[config.mk]
export PLATFORM = sky130hd
export DESIGN_NAME = mc_ctrl_fsm
export DESIGN_NICKNAME = d
export VERILOG_FILES = /design/src/rtl/mc_ctrl_fsm.sv
export SDC_FILE = /design/constraint.sdc
export NUM_CORES = 1
export LEC_CHECK = 0
export BUFFER_PORTS_ARGS = -buffer_cell sky130_fd_sc_hd__buf_4
export CELL_PAD_IN_SITES_DETAIL_PLACEMENT = 1
export CELL_PAD_IN_SITES_GLOBAL_PLACEMENT = 1
export CORE_MARGIN = 2
export CORE_UTILIZATION = 41
export DETAILED_ROUTE_END_ITERATION = 7
export PLACE_DENSITY = 0.87
export REMOVE_ABC_BUFFERS = 1
export SLEW_MARGIN = 20
export SYNTH_ARGS = -nofsm -noshare
export SYNTH_HDL_FRONTEND = slang
export SYNTH_SLANG_ARGS = --single-unit
[constraint.sdc]
create_clock -name clk -period 4.6 [get_ports clk]
set_input_delay 0.46 -clock clk [delete_from_list [all_inputs] [get_ports clk]]
set_output_delay 0.46 -clock clk [all_outputs]
set_load 0.005 [all_outputs]
[src/rtl/mc_ctrl_fsm.sv]
// Main control FSM for the multicycle MIPS datapath: sequences fetch/decode/execute/memory/
// writeback and decodes datapath controls from the current state and the IR opcode fields.
module mc_ctrl_fsm #(
  parameter int unsigned CNT_W = 32
) (
  input  logic             clk,
  input  logic             rst,
  input  logic [5:0]       Op,
  input  logic [5:0]       Funct,
  input  logic             Zero,
  output logic             PCWr,
  output logic             IRWr,
  output logic             RFWr,
  output logic             DMWr,
  output logic [1:0]       EXTOp,
  output logic [2:0]       ALUOp,
  output logic [1:0]       NPCOp,
  output logic             BSel,
  output logic [1:0]       WDSel,
  output logic [1:0]       GPRSel,
  output logic             illegal,
  output logic [CNT_W-1:0] instr_cnt,
  output logic [3:0]       state
);

  typedef enum logic [3:0] {
    StFetch  = 4'd0,
    StDecode = 4'd1,
    StMemAdr = 4'd2,
    StMemRd  = 4'd3,
    StMemWb  = 4'd4,
    StMemWr  = 4'd5,
    StExe    = 4'd6,
    StAluWb  = 4'd7,
    StBranch = 4'd8,
    StJump   = 4'd9
  } state_e;

  localparam logic [5:0] OpRType = 6'b000000;
  localparam logic [5:0] OpOri   = 6'b001101;
  localparam logic [5:0] OpAddiu = 6'b001001;
  localparam logic [5:0] OpLui   = 6'b001111;
  localparam logic [5:0] OpLw    = 6'b100011;
  localparam logic [5:0] OpSw    = 6'b101011;
  localparam logic [5:0] OpBeq   = 6'b000100;
  localparam logic [5:0] OpJ     = 6'b000010;
  localparam logic [5:0] OpJal   = 6'b000011;

  localparam logic [5:0] FnAddu = 6'b100001;
  localparam logic [5:0] FnSubu = 6'b100011;
  localparam logic [5:0] FnAnd  = 6'b100100;
  localparam logic [5:0] FnOr   = 6'b100101;
  localparam logic [5:0] FnSlt  = 6'b101010;

  localparam logic [2:0] AluNop = 3'd0;
  localparam logic [2:0] AluAdd = 3'd1;
  localparam logic [2:0] AluSub = 3'd2;
  localparam logic [2:0] AluAnd = 3'd3;
  localparam logic [2:0] AluOr  = 3'd4;
  localparam logic [2:0] AluSlt = 3'd5;

  localparam logic [1:0] ExtZero    = 2'b00;
  localparam logic [1:0] ExtSigned  = 2'b01;
  localparam logic [1:0] ExtHighPos = 2'b10;

  localparam logic [1:0] NpcPc4    = 2'b00;
  localparam logic [1:0] NpcBranch = 2'b01;
  localparam logic [1:0] NpcJump   = 2'b10;

  localparam logic [1:0] WdAlu = 2'b00;
  localparam logic [1:0] WdMem = 2'b01;
  localparam logic [1:0] WdPc  = 2'b10;

  localparam logic [1:0] GprRd  = 2'b00;
  localparam logic [1:0] GprRt  = 2'b01;
  localparam logic [1:0] GprR31 = 2'b10;

  state_e           state_q, state_d;
  logic             illegal_q, illegal_d;
  logic [CNT_W-1:0] cnt_q, cnt_d;

  logic       pc_wr, ir_wr, rf_wr, dm_wr;
  logic       is_rtype, r_legal;
  logic [2:0] alu_r;

  assign is_rtype = (Op == OpRType);

  always_comb begin
    r_legal = 1'b1;
    alu_r   = AluNop;
    case (Funct)
      FnAddu:  alu_r = AluAdd;
      FnSubu:  alu_r = AluSub;
      FnAnd:   alu_r = AluAnd;
      FnOr:    alu_r = AluOr;
      FnSlt:   alu_r = AluSlt;
      default: r_legal = 1'b0;
    endcase
  end

  always_comb begin
    case (Op)
      OpLui:   EXTOp = ExtHighPos;
      OpOri:   EXTOp = ExtZero;
      default: EXTOp = ExtSigned;
    endcase
  end

  always_comb begin
    state_d   = StFetch;
    illegal_d = illegal_q;
    cnt_d     = cnt_q;
    pc_wr     = 1'b0;
    ir_wr     = 1'b0;
    rf_wr     = 1'b0;
    dm_wr     = 1'b0;
    ALUOp     = AluNop;
    NPCOp     = NpcPc4;
    BSel      = 1'b0;
    WDSel     = WdAlu;
    GPRSel    = GprRd;

    case (state_q)
      StFetch: begin
        pc_wr   = 1'b1;
        ir_wr   = 1'b1;
        state_d = StDecode;
      end
      StDecode: begin
        case (Op)
          OpLw, OpSw:             state_d = StMemAdr;
          OpOri, OpAddiu, OpLui:  state_d = StExe;
          OpBeq:                  state_d = StBranch;
          OpJ, OpJal:             state_d = StJump;
          OpRType: begin
            if (r_legal) begin
              state_d = StExe;
            end else begin
              illegal_d = 1'b1;
            end
          end
          default:                illegal_d = 1'b1;
        endcase
      end
      StMemAdr: begin
        ALUOp   = AluAdd;
        BSel    = 1'b1;
        state_d = (Op == OpSw) ? StMemWr : StMemRd;
      end
      StMemRd: state_d = StMemWb;
      StMemWb: begin
        rf_wr  = 1'b1;
        WDSel  = WdMem;
        GPRSel = GprRt;
        cnt_d  = cnt_q + CNT_W'(1);
      end
      StMemWr: begin
        dm_wr = 1'b1;
        cnt_d = cnt_q + CNT_W'(1);
      end
      StExe: begin
        // lui reuses OR: the datapath forces rs=$0 so the result is just Imm32
        if (is_rtype) begin
          ALUOp = alu_r;
        end else begin
          ALUOp = (Op == OpAddiu) ? AluAdd : AluOr;
          BSel  = 1'b1;
        end
        state_d = StAluWb;
      end
      StAluWb: begin
        rf_wr  = 1'b1;
        GPRSel = is_rtype ? GprRd : GprRt;
        cnt_d  = cnt_q + CNT_W'(1);
      end
      StBranch: begin
        ALUOp = AluSub;
        NPCOp = NpcBranch;
        pc_wr = Zero;
        cnt_d = cnt_q + CNT_W'(1);
      end
      StJump: begin
        NPCOp = NpcJump;
        pc_wr = 1'b1;
        if (Op == OpJal) begin
          rf_wr  = 1'b1;
          GPRSel = GprR31;
          WDSel  = WdPc;
        end
        cnt_d = cnt_q + CNT_W'(1);
      end
      default: state_d = StFetch;
    endcase
  end

  always_ff @(posedge clk or negedge rst) begin
    if (!rst) begin
      state_q   <= StFetch;
      illegal_q <= 1'b0;
      cnt_q     <= '0;
    end else begin
      state_q   <= state_d;
      illegal_q <= illegal_d;
      cnt_q     <= cnt_d;
    end
  end

  // Strobes are gated by rst so a reset mid-instruction kills any pending write at once
  assign PCWr      = pc_wr & rst;
  assign IRWr      = ir_wr & rst;
  assign RFWr      = rf_wr & rst;
  assign DMWr      = dm_wr & rst;
  assign illegal   = illegal_q;
  assign instr_cnt = cnt_q;
  assign state     = state_q;

endmodule

-- After elaboration in Yosys (flattened, before gate mapping)
Cells that the tools add are included.
- flip-flop bits (word level): 37
- output and inout bits: 53
- logic and storage cells: 67
- multiplexer cells: 24
- add/sub/neg operators: 1
- reduce and logical (&&, ||, !) cells: 11
- bitwise logic cells: 5
- equal/unequal tests: 23
- operators with widths (cell ; count):
    == test 6 bit (second input constant) ; 7
    case mux 4 bit (5 select lines) ; 2
    adder 32 x 1 -> 32 bit (second input constant) ; 1
    == test 6 x 4 -> 1 bit (second input constant) ; 3
    == test 4 x 3 -> 1 bit (second input constant) ; 4
    case mux 3 bit (5 select lines) ; 1
    == test 6 x 2 -> 1 bit (second input constant) ; 2
    2-to-1 mux 3 bit ; 4
    case mux 2 bit (2 select lines) ; 3
    OR reduction 5 bit ; 2
    case mux 3 bit (3 select lines) ; 1
    == test 4 x 2 -> 1 bit (second input constant) ; 2
    == test 4 bit (second input constant) ; 2
    case mux 1 bit (2 select lines) ; 4
    OR reduction 2 bit ; 4
    OR reduction 8 bit ; 1
    2-to-1 mux 1 bit ; 7
    == test 6 x 3 -> 1 bit (second input constant) ; 1
    zero test 6 bit ; 1
    case mux 2 bit (3 select lines) ; 1
    AND 1 bit ; 4
    == test 4 x 1 -> 1 bit (second input constant) ; 1
    zero test 4 bit ; 1
    AND reduction 3 bit ; 1
    other kinds (4) ; 4

-- Longest topological paths before layout
- depth after elaboration: 6
- depth in mapped cells: 7
- depth with buffers taken out: 6

-- Worst setup path before layout
No wires, ideal clock.
- path kind: input -> output
- from: input port Op[3]
- to: output port ALUOp[0]
- required time: 4.140 ns
- slack: 2.464 ns
- arrival time: 1.676 ns
- cell stages on the path: 6
- path through: buf_6 -> or3_1 -> buf_6 -> nor3_4 -> o21ai_0 -> a311oi_1
- cells in the longest elaborated chain, start to end: 4
- elaborated cells between the ends (all ways): 5
- those cells by class: eq/ne (1); mux (3); reduce/logical (1)
- ends and longest elaborated chain (element ; RTL line ; RTL):
    from (decl) ; 8 ; input logic [5:0] Op,
    == test 6 x 4 -> 1 bit ; 166 ; ALUOp = (Op == OpAddiu) ? AluAdd : AluOr;
    2-to-1 mux 3 bit ; 166 ;
    2-to-1 mux 3 bit * ; 163 ; if (is_rtype) begin
    case mux 3 bit (3 select lines) * ; 123 ; case (state_q)
    to (decl) ; 16 ; output logic [2:0] ALUOp,
Every way passes the cells marked *; elsewhere a longest branch is shown, timed or not.

-- Worst setup path in the final report
Ends and elaborated chain as after synthesis.

==> results.py <==
metrics = {
    "routing": {
        "drt_wl_total_um": 6040,
        "routedWlPerCell_um": 16.7,
        "num_vias": 1949,
        "drtAntennaViolNets": 0,
        "first_iter_violations": 47,
        "viasPerCell": 5.38,
        "first_pass_iters": 4,
        "drc_errors": 0,
    },
    "global_routing": {
        "grt_pass1_wl_um": 10000,
        "antenna_found_initial": 0,
        "overflow": 0,
        "grt_max_degree": 42,
        "grt_usage": 0.208,
        "grt_pass1_vias": 2003,
    },
    "yosys": {
        "synth_edf_count": 0,
        "yosysMostFrequentCell": "dfrtp_1",
        "synth_top_area_cell": "dfrtp_1",
        "syn_inst": 225,
        "yosysTopAreaCellShare": 0.420,
        "synth_area_leaders": "dfrtp_1 42%, xnor2_1 7.9%, nand2_1 4.4%",
        "synthTopCellsByCount": "37 x dfrtp_1, 26 x nand2_1, 20 x xnor2_1, 19 x nor2_1",
        "yosysUniqueCellTypes": 49,
        "synth_area_sq_um": 2210,
        "yosysWarnings": 0,
        "ys_seq_area_frac": 0.420,
        "synth.avg_cell_area_sq_um": 9.80,
        "ys_ff_latch": 37,
        "synth-async-reset-ratio": 1.00,
        "synth_ff_type": "dfrtp_1",
    },
    "sta": {
        "setup_viol": 0,
        "tightestPinTransition_ps": 521,
        "grt_setup_unrepaired": "no",
        "setup_ws_ps": 2200,
        "clock.fmax_mhz": 417,
        "final.setup_skew_ps": 12.5,
        "relSlewSlack": 0.653,
        "period_share": 0.521,
        "finalHoldViolCount": 0,
        "slew_viol_final": 0,
        "setup_total_negative_slack_ps": 0,
        "min_period_ps": 2400,
    },
    "layout": {
        "fin_util": 0.553,
        "area_delta_synth_final_pct": 28.8,
        "drive_gt1_frac": 0.318,
        "diodes": 0,
        "fin_nets": 307,
        "fin_area_sq_um": 2840,
    },
    "power_and_ir_drop": {
        "netSwitchingFraction": 0.316,
        "power_frac_clock": 0.290,
        "pwr-share-seq": 0.475,
        "p_int_uw": 561,
        "combPwrFrac": 0.235,
        "ir_worst_vdd_uv": 103,
        "p_switching_uw": 259,
        "p_per_area_nw_per_um2": 289,
        "power_leakage_nw": 1.36,
    },
    "worst_setup_path": {
        "setup.worst_path.class": "in -> out",
        "crit_path_start_kind": "primary input",
        "end_kind": "output port",
        "worstRegToRegCells": 5,
        "critPathArrivalTime_ps": 1940,
        "crit_fanout": 9,
        "cp.required_ps": 4140,
    },
    "cts": {
        "cts_max_level": 2,
        "clock-sinks": 37,
        "cts_setup_buffers": 0,
        "clock_path_buffers": 2,
        "ctsRootBufferMaster": "clkbuf_8",
        "path_clk_slew_ps": 80,
        "clkLatencyLatePin_ps": 290,
        "numCtsBuffers": 5,
        "cts_hold_buffers": 0,
        "cts_tree": "done",
        "cts_resized": 0,
    },
    "place": {
        "gp_congestion": 0.859,
        "dp_hpwl_um": 4590,
        "io_buffers": 67,
        "place_area_sq_um": 2740,
        "post-place-ws_ps": 2200,
    },
    "run": {
        "max-cap-violations": 0,
    },
    "floorplanning": {
        "die_h_um": 77.4,
        "pin_count": 68,
        "row_count": 26,
        "start_util": 0.429,
        "core_sq_um": 5140,
        "die_w_um": 77.4,
        "die_area_sq_um": 5980,
    },
    "hold_path": {
        "hold_path.class": "in -> async",
    },
    "status": {
        "status": "finished, final reports clean",
    },
}
-- path summary, 6_finish.rpt --
path                                from  slack, ps             to
max                                Op[3]       2200       ALUOp[0]
max in group asynchronous            rst       4110       state[2]
max reg2reg                     state[0]       2490  instr_cnt[28]
min reg2reg                instr_cnt[31]        480  instr_cnt[31]
min in group clk           instr_cnt[31]        480  instr_cnt[31]
min                                  rst        130   instr_cnt[9]
-- kinds of logic after synthesis --
logic type	Yosys count	synth area share
AND/OR/NAND/NOR	115	0.297
flip-flops	37	0.420
XOR/XNOR	31	0.123
AO/OA/AOI/OAI	29	0.118
buffers and inverters	10	0.0272
multiplexers	2	0.00908
adder cells (fa/ha/maj)	1	0.00567
-- worst max-delay path, cell delays in order --
cell	delay, ps
buf_4	140
or3_1	500
nor3_4	250
o21ai_0	140
a311oi_1	280
buf_4	150
-- stage by stage --
stage                     total power [mW]  std cells  hold slack, ps
after floorplan                      0.483        217             164
after global placement               0.577        354             457
after detailed placement             0.585        354             463
after CTS                            0.830        362             149
after global routing                 0.867        362             163
final                                0.820        362             133
-- layout make-up --
cell class / count / area (sq um)
Fill cell: 648 / 2300
Sequential cell: 37 / 926
Tap cell: 70 / 87.6
Clock buffer: 6 / 82.6
Inverter: 2 / 7.51
Multi-Input combinational cell: 178 / 1220
Clock inverter: 2 / 13.8
Timing Repair Buffer: 67 / 503
-- state kept, by name (all words and copies together) (netlist names) --
| signal | cells |
|---|---|
| state | 4 |
| illegal | 1 |
| instr_cnt | 32 |
-- metal layers --
metal	vias to the layer above	GRT usage	part of all wire
li1	934	-	-
met1	968	0.259	0.42
met2	38	0.370	0.54
met3	9	0.0407	0.032
met4	0	0.0536	0.013
met5	-	0	0
-- power groups by stage --
stage | Combinational, mW | Clock (mW) | Sequential (mW)
final | 0.192 | 0.238 | 0.390
after CTS | 0.195 | 0.245 | 0.390
after global placement | 0.183 | 0 | 0.394
after global routing | 0.213 | 0.259 | 0.395
after detailed placement | 0.190 | 0 | 0.395
after floorplan | 0.0997 | 0 | 0.383
-- layout by cell type, fill, tap and decap left out, types with 2 or more instances in the layout --
cell | synthesis | layout
xor2_1 | 11 | 11
clkbuf_8 | 0 | 6
nor2b_1 | 3 | 3
a31oi_1 | 4 | 4
dfrtp_1 | 37 | 37
xnor2_1 | 20 | 20
nand3_1 | 12 | 12
a21oi_1 | 3 | 3
inv_1 | 2 | 2
nand2_1 | 26 | 26
o21ai_0 | 3 | 3
nor3_4 | 2 | 2
and4_1 | 4 | 4
nand4_1 | 9 | 9
nand2b_1 | 7 | 7
nor4_1 | 2 | 2
a221oi_2 | 2 | 2
or3_1 | 2 | 2
nor2_1 | 19 | 19
nor4_4 | 2 | 2
mux2i_1 | 2 | 2
nor3_1 | 12 | 12
o2bb2ai_1 | 2 | 2
buf_4 | 1 | 67
a211o_2 | 2 | 2
and3_1 | 8 | 8
Power figures use the tool's default switching activity.
